$ cat src/rtl/multicycle_control.sv
// multicycle_control
//   Moore control FSM for a shared multicycle datapath. The datapath has one
//   memory port, one ALU and PC/IR registers. Each instruction runs through
//   FETCH, DECODE, then execute/memory/writeback states according to its
//   opcode class. Memory accesses use a req/ack handshake.
//
//   Optional feature: define MEM_TIMEOUT_EN to add a memory watchdog. It also
//   adds the MEM_TIMEOUT/CNTW parameters, the bus_err port and a FAULT state.
//
// Ports
//   clk, rst_n   rising-edge clock, asynchronous active-low reset
//   opcode       instr[31:26] from IR, valid from DECODE onward
//   zero         ALU zero flag, used by the branch state
//   mem_ack      memory completes the current request this cycle
//   mem_req      memory request; mem_we selects write
//   iord         address mux (0=PC, 1=ALUOut)
//   ir_we/pc_we  IR / PC load enables; pc_src selects the PC source
//   alu_src_a/b  ALU operand selects; alu_op is the ALU operation class
//   reg_dst      register destination select (1=rd, 0=rt)
//   reg_write    register file write enable
//   mem_to_reg   writeback data select (1=MDR, 0=ALUOut)
//   illegal_op   sticky flag for an undecodable opcode
//   bus_err      sticky memory timeout flag (MEM_TIMEOUT_EN only)
//   state_o      current state encoding, for debug
module multicycle_control #(
  parameter int OPW = 6
`ifdef MEM_TIMEOUT_EN
  ,
  parameter int MEM_TIMEOUT = 16,
  parameter int CNTW = 5
`endif
) (
  input  logic           clk,
  input  logic           rst_n,
  input  logic [OPW-1:0] opcode,
  input  logic           zero,
  input  logic           mem_ack,
  output logic           mem_req,
  output logic           mem_we,
  output logic           iord,
  output logic           ir_we,
  output logic           pc_we,
  output logic [1:0]     pc_src,
  output logic           alu_src_a,
  output logic [1:0]     alu_src_b,
  output logic [1:0]     alu_op,
  output logic           reg_dst,
  output logic           reg_write,
  output logic           mem_to_reg,
  output logic           illegal_op,
`ifdef MEM_TIMEOUT_EN
  output logic           bus_err,
`endif
  output logic [3:0]     state_o
);

  typedef enum logic [3:0] {
    FETCH   = 4'd0,
    DECODE  = 4'd1,
    MADR    = 4'd2,
    MRD     = 4'd3,
    MWB     = 4'd4,
    MWR     = 4'd5,
    REX     = 4'd6,
    RWB     = 4'd7,
    IEX     = 4'd8,
    IWB     = 4'd9,
    BR      = 4'd10,
    JMP     = 4'd11,
    ILLEGAL = 4'd12
`ifdef MEM_TIMEOUT_EN
    ,
    FAULT   = 4'd13
`endif
  } state_e;

  typedef enum logic [2:0] {
    C_R, C_IMM, C_LOAD, C_STORE, C_BRANCH, C_JUMP, C_ILLEGAL
  } op_class_e;

  state_e         state, state_next;
  logic [OPW-1:0] op_q;
  logic           run_q;

  function automatic op_class_e decode_class(input logic [OPW-1:0] op);
    op_class_e c;
    if (op == OPW'(0))                              c = C_R;
    else if (op >= OPW'(8)  && op <= OPW'(14))      c = C_IMM;
    else if (op >= OPW'(32) && op <= OPW'(37))      c = C_LOAD;
    else if (op >= OPW'(40) && op <= OPW'(46))      c = C_STORE;
    else if (op == OPW'(1) ||
             (op >= OPW'(4) && op <= OPW'(7)))      c = C_BRANCH;
    else if (op == OPW'(2))                         c = C_JUMP;
    else                                            c = C_ILLEGAL;
    return c;
  endfunction

  // run_q stays low from reset until the first clock edge after reset is
  // released. That keeps every control output at 0 during reset. It also
  // makes the first memory request start cleanly on that edge.
  always_ff @(posedge clk or negedge rst_n) begin
    if (!rst_n) run_q <= 1'b0;
    else        run_q <= 1'b1;
  end

  // State register. op_q captures the opcode while DECODE is active, so later
  // states are unaffected by IR changes.
  always_ff @(posedge clk or negedge rst_n) begin
    if (!rst_n) begin
      state      <= FETCH;
      op_q       <= '0;
      illegal_op <= 1'b0;
    end else begin
      state <= state_next;
      if (state == DECODE) op_q <= opcode;
      if (state == ILLEGAL) illegal_op <= 1'b1;
    end
  end

`ifdef MEM_TIMEOUT_EN
  logic [CNTW-1:0] cnt;
  logic            timeout;

  // The watchdog counts cycles in which the request is waiting for an ack.
  // It restarts on every fresh entry into a memory state.
  always_ff @(posedge clk or negedge rst_n) begin
    if (!rst_n) begin
      cnt     <= '0;
      bus_err <= 1'b0;
    end else begin
      if (state_next != state &&
          (state_next == FETCH || state_next == MRD || state_next == MWR))
        cnt <= '0;
      else if (mem_req && !mem_ack)
        cnt <= cnt + 1'b1;
      if (state == FAULT) bus_err <= 1'b1;
    end
  end

  // This is the last allowed waiting cycle. An ack in this same cycle still wins.
  assign timeout = (cnt == CNTW'(MEM_TIMEOUT - 1));
`endif

  // Next-state and Moore outputs. Everything stays 0 and the state holds
  // until run_q is set.
  always_comb begin
    state_next = state;
    mem_req    = 1'b0;
    mem_we     = 1'b0;
    iord       = 1'b0;
    ir_we      = 1'b0;
    pc_we      = 1'b0;
    pc_src     = 2'b00;
    alu_src_a  = 1'b0;
    alu_src_b  = 2'b00;
    alu_op     = 2'b00;
    reg_dst    = 1'b0;
    reg_write  = 1'b0;
    mem_to_reg = 1'b0;
    if (run_q) begin
      case (state)
        FETCH: begin
          mem_req   = 1'b1;
          alu_src_b = 2'b01;
          ir_we     = mem_ack;
          pc_we     = mem_ack;
          if (mem_ack) state_next = DECODE;
`ifdef MEM_TIMEOUT_EN
          else if (timeout) state_next = FAULT;
`endif
        end
        DECODE: begin
          // Precompute the branch target into ALUOut.
          alu_src_b = 2'b11;
          case (decode_class(opcode))
            C_R:                state_next = REX;
            C_IMM:              state_next = IEX;
            C_LOAD, C_STORE:    state_next = MADR;
            C_BRANCH:           state_next = BR;
            C_JUMP:             state_next = JMP;
            default:            state_next = ILLEGAL;
          endcase
        end
        MADR: begin
          alu_src_a  = 1'b1;
          alu_src_b  = 2'b10;
          state_next = (decode_class(op_q) == C_LOAD) ? MRD : MWR;
        end
        MRD: begin
          mem_req = 1'b1;
          iord    = 1'b1;
          if (mem_ack) state_next = MWB;
`ifdef MEM_TIMEOUT_EN
          else if (timeout) state_next = FAULT;
`endif
        end
        MWB: begin
          reg_write  = 1'b1;
          mem_to_reg = 1'b1;
          state_next = FETCH;
        end
        MWR: begin
          mem_req = 1'b1;
          mem_we  = 1'b1;
          iord    = 1'b1;
          if (mem_ack) state_next = FETCH;
`ifdef MEM_TIMEOUT_EN
          else if (timeout) state_next = FAULT;
`endif
        end
        REX: begin
          alu_src_a  = 1'b1;
          alu_op     = 2'b10;
          state_next = RWB;
        end
        RWB: begin
          reg_write  = 1'b1;
          reg_dst    = 1'b1;
          state_next = FETCH;
        end
        IEX: begin
          alu_src_a  = 1'b1;
          alu_src_b  = 2'b10;
          alu_op     = 2'b11;
          state_next = IWB;
        end
        IWB: begin
          reg_write  = 1'b1;
          state_next = FETCH;
        end
        BR: begin
          // Odd opcodes branch on not-equal, even opcodes branch on equal.
          alu_src_a  = 1'b1;
          alu_op     = 2'b01;
          pc_src     = 2'b01;
          pc_we      = op_q[0] ? ~zero : zero;
          state_next = FETCH;
        end
        JMP: begin
          pc_we      = 1'b1;
          pc_src     = 2'b10;
          state_next = FETCH;
        end
        default: begin
          state_next = state;
        end
      endcase
    end
  end

  assign state_o = state;

endmodule

$ cat config.mk
export PLATFORM = sky130hd
export DESIGN_NAME = multicycle_control
export DESIGN_NICKNAME = d
export VERILOG_FILES = /design/src/rtl/multicycle_control.sv
export SDC_FILE = /design/constraint.sdc
export NUM_CORES = 1
export LEC_CHECK = 0
export ABC_AREA = 1
export CORE_ASPECT_RATIO = 1.25
export CORE_UTILIZATION = 54
export DETAILED_ROUTE_END_ITERATION = 8
export DONT_BUFFER_PORTS = 1
export PLACE_DENSITY_LB_ADDON = 0.2
export SYNTH_ARGS = -nofsm -noshare
export SYNTH_HDL_FRONTEND = slang
export SYNTH_SLANG_ARGS = --single-unit
$ cat constraint.sdc
create_clock -name clk -period 1.8 [get_ports clk]
set_input_delay 0.09 -clock clk [delete_from_list [all_inputs] [get_ports clk]]
set_output_delay 0.09 -clock clk [all_outputs]
set_load 0.02 [all_outputs]
==> impl_metrics.env <==
export IMPL_cts_path_max_buffers=2
export IMPL_route_vias_total=917
export IMPL_drive_gt1_share_pct=24.8
export IMPL_grt_overflow=0
export IMPL_cp_start_kind="flip-flop"
export IMPL_multi_input_area_sq_um=544
export IMPL_max_freq_mhz=597
export IMPL_gp_congestion=0.741
export IMPL_ys_types=29
export IMPL_clkTransAtPathRegs_ns=0.07
export IMPL_worst_path_max_delay_cell="dfrtp_1"
export IMPL_outcome="complete, no violations"
export IMPL_syn_cell_area_sq_um=916
export IMPL_die_h_microns=48.0
export IMPL_fin_crit_ns=1.67
export IMPL_fin_ws_ns=0.126
export IMPL_area_delta_synth_final_pct=16.9
export IMPL_path_cells="inv_1 -> nor3_1 -> a311o_1"
export IMPL_crit_fanout=12
export IMPL_drt_initial_drc_count=17
export IMPL_num_io_pins=30
export IMPL_pwr_density_cell_nw_per_um2=1560
export IMPL_pre_cts_slack_ns=0.273
export IMPL_nFillCells=145
export IMPL_die_x_microns=38.8
export IMPL_power_leakage_nw=0.527
export IMPL_yosys_area_share_simple_pct=40.8
export IMPL_synthMuxAreaShare_pct=0
export IMPL_slowest_delay_ns=0.46
export IMPL_grt_max_degree=14
export IMPL_setup_tns_ns=0
export IMPL_dp_hpwl_microns=1690
export IMPL_arrival_ns=1.58
export IMPL_finalNetCount=161
export IMPL_register_area_sq_um=303
export IMPL_synthCells=135
export IMPL_syn_num_nets=145
export IMPL_n_antenna_cell=0
export IMPL_start_util_pct=57.9
export IMPL_wl_per_cell_microns=12.3
export IMPL_ys_seq_area_share_pct=32.8
export IMPL_syn_area_per_cell_sq_um=6.78
export IMPL_hp_class="input pin to flip-flop"
export IMPL_cpLargestDelayFamily="flip-flops"
export IMPL_core_sq_um=1580
export IMPL_synth_compound_area_share_pct=16.0
export IMPL_cts_made_buffers=3
export IMPL_viasPerCell=5.49
export IMPL_crit_type="flip-flop to primary output"
export IMPL_finClkSkew_ns=0.00443
export IMPL_slew_limit_headroom_pct=65.5
export IMPL_tightest_slew_ns=0.515
export IMPL_drt_pass1_iterations=4
export IMPL_io_buffer_count=0
export IMPL_cp_end_kind="primary output"
export IMPL_drc=0
export IMPL_cts_root_buf="clkbuf_4"
export IMPL_setup_viol=0
export IMPL_antenna_found_initial=0
export IMPL_critPathLaunch="run_q$_DFF_PN0_"
export IMPL_slew_violations=0
export IMPL_worstSkewPairLatency_ns=0.26
export IMPL_antenna_left=0
export IMPL_grt_pass1_vias=776
export IMPL_r2r_start="state_o[3]$_DFFE_PN0P_"
export IMPL_grt_usage_pct=25.2
export IMPL_required_ns=1.71
export IMPL_peakVddDrop_mv=0.933
export IMPL_min_period_over_period_pct=93.0
export IMPL_ys_seq_elements=12
export IMPL_synth_top_family_by_area="simple AND/OR/NAND/NOR gates"
export IMPL_yosysWarnings=0
export IMPL_path_buf_inv=1
export IMPL_wl_microns=2060
export IMPL_synth_xor_area_share_pct=0.956
export IMPL_rsz0062_at_grt="no"
export IMPL_h_tree_depth=1
export IMPL_cts_tree="yes"
export IMPL_cts_sinks=12
export IMPL_grt_pass1_wl_microns=3130
export IMPL_dieArea_sq_um=1870
export IMPL_finalHoldViolCount=0
export IMPL_synth_adder_area_share_pct=0
export IMPL_num_rows=16
export IMPL_holdCritStartpoint="opcode[0]"
export IMPL_drv_cap=0
[final timing paths]
path	to	slack (ns)	cells past startpoint
setup / recovery	reg_write	0.13	3
hold / removal	op_q[0]$_DFFE_PN0P_	0.02	2
setup reg to reg	state_o[1]$_DFFE_PN0P_	0.37	10
hold reg to reg	op_q[3]$_DFFE_PN0P_	0.49	2
max in group asynchronous	state_o[1]$_DFFE_PN0P_	1.19	1
min in group asynchronous	op_q[0]$_DFFE_PN0P_	0.23	1
[Yosys cell counts (all sizes together)]
library cell / instances / area (sq um)
nand2: 35 / 159
nor2: 23 / 104
inv: 19 / 73.8
dfrtp: 12 / 300
o21ai: 11 / 66.3
nand3: 8 / 52.6
nor3: 8 / 40.0
a21oi: 5 / 25.0
nand4: 3 / 18.8
a311o: 1 / 10.0
a31oi: 1 / 6.26
buf: 1 / 5.00
clkbuf: 1 / 3.75
conb: 1 / 3.75
o2111ai: 1 / 8.76
o211ai: 1 / 7.51
o21a: 1 / 7.51
o21bai: 1 / 7.51
o31ai: 1 / 7.51
xor2: 1 / 8.76
[flip-flops by register name (all words and copies together), names as in the netlist]
name,cells
op_q,6
illegal_op,1
state_o,4
run_q,1
[timing repair]
item	CTS	global route
buffers inserted	0	0
gates resized for setup	1	5
endpoints found under the hold margin	14	0
hold buffers	3	0
endpoints found under the setup margin	2	3
[placed cells by master (no fill, tap or decap)]
cell,Yosys,routed
nand2_2,5,6
inv_1,15,15
nand4_1,3,3
nor2_1,20,18
dlygate4sd3_1,0,3
o211ai_1,1,1
nand3_4,1,1
o21bai_1,1,1
buf_4,0,10
o21ai_2,3,3
clkbuf_4,0,3
a311o_1,1,1
a21oi_1,5,4
nand2_1,28,27
xor2_1,1,1
o2111ai_1,1,1
nor2_2,1,3
dfrtp_2,0,2
o21ai_0,1,1
a21oi_2,0,1
nand3_1,7,7
inv_2,3,3
o31ai_1,1,1
a31oi_1,1,1
inv_4,1,1
conb_1,1,1
o21a_1,1,1
o21ai_1,7,7
nor2_4,2,2
dfrtp_1,12,10
nand2_4,2,2
nor3_1,8,8
[worst reg2reg max path, stage by stage, from the launching register on]
cell,delay (ns)
dfrtp_2,0.49
inv_2,0.11
nand2_2,0.09
nor2_1,0.18
nor2_4,0.05
o21ai_2,0.08
nand2_4,0.07
nand3_4,0.09
inv_4,0.05
o21ai_2,0.05
nand2_2,0.05
[cells by family after synthesis]
| logic type | Yosys count |
|---|---|
| and+or+nand+nor | 77 |
| AOI/OAI and AO/OA | 23 |
| buffers and inverters | 21 |
| DFF | 12 |
| xor gates and xnor gates | 1 |
| other | 1 |
[metal layers]
layer	wire length (microns)	track usage, %
met1	862	27.2
met2	1120	48.3
met3	83	3.72
met4	0	10.3
met5	0	0
[where the power goes]
group / total [mW] / internal, mW / switching, mW
clock: 0.154 / 0.0772 / 0.0766
sequential: 0.525 / 0.389 / 0.136
combinational: 0.991 / 0.331 / 0.659
[final cells by class]
type / instances / share of cell area [%]
multi-input cells: 102 / 50.8
flip-flops and latches: 12 / 28.3
repair buffers: 13 / 9.81
inverters: 19 / 6.89
clock buffers: 3 / 2.10
well taps: 18 / 2.10
[through the flow]
step,hold slack [ns],power (mW),utilization (%),instances,area (sq um)
after floorplan,-0.206,1.26,-,135,916
after global placement,-0.205,1.47,63.5,161,1000
after detailed placement,-0.205,1.48,63.5,161,1000
after CTS,0.00680,1.66,66.9,167,1060
after global routing,0.0221,1.83,67.7,167,1070
final,0.0158,1.67,67.7,167,1070
(Power assumes the default switching activity.)
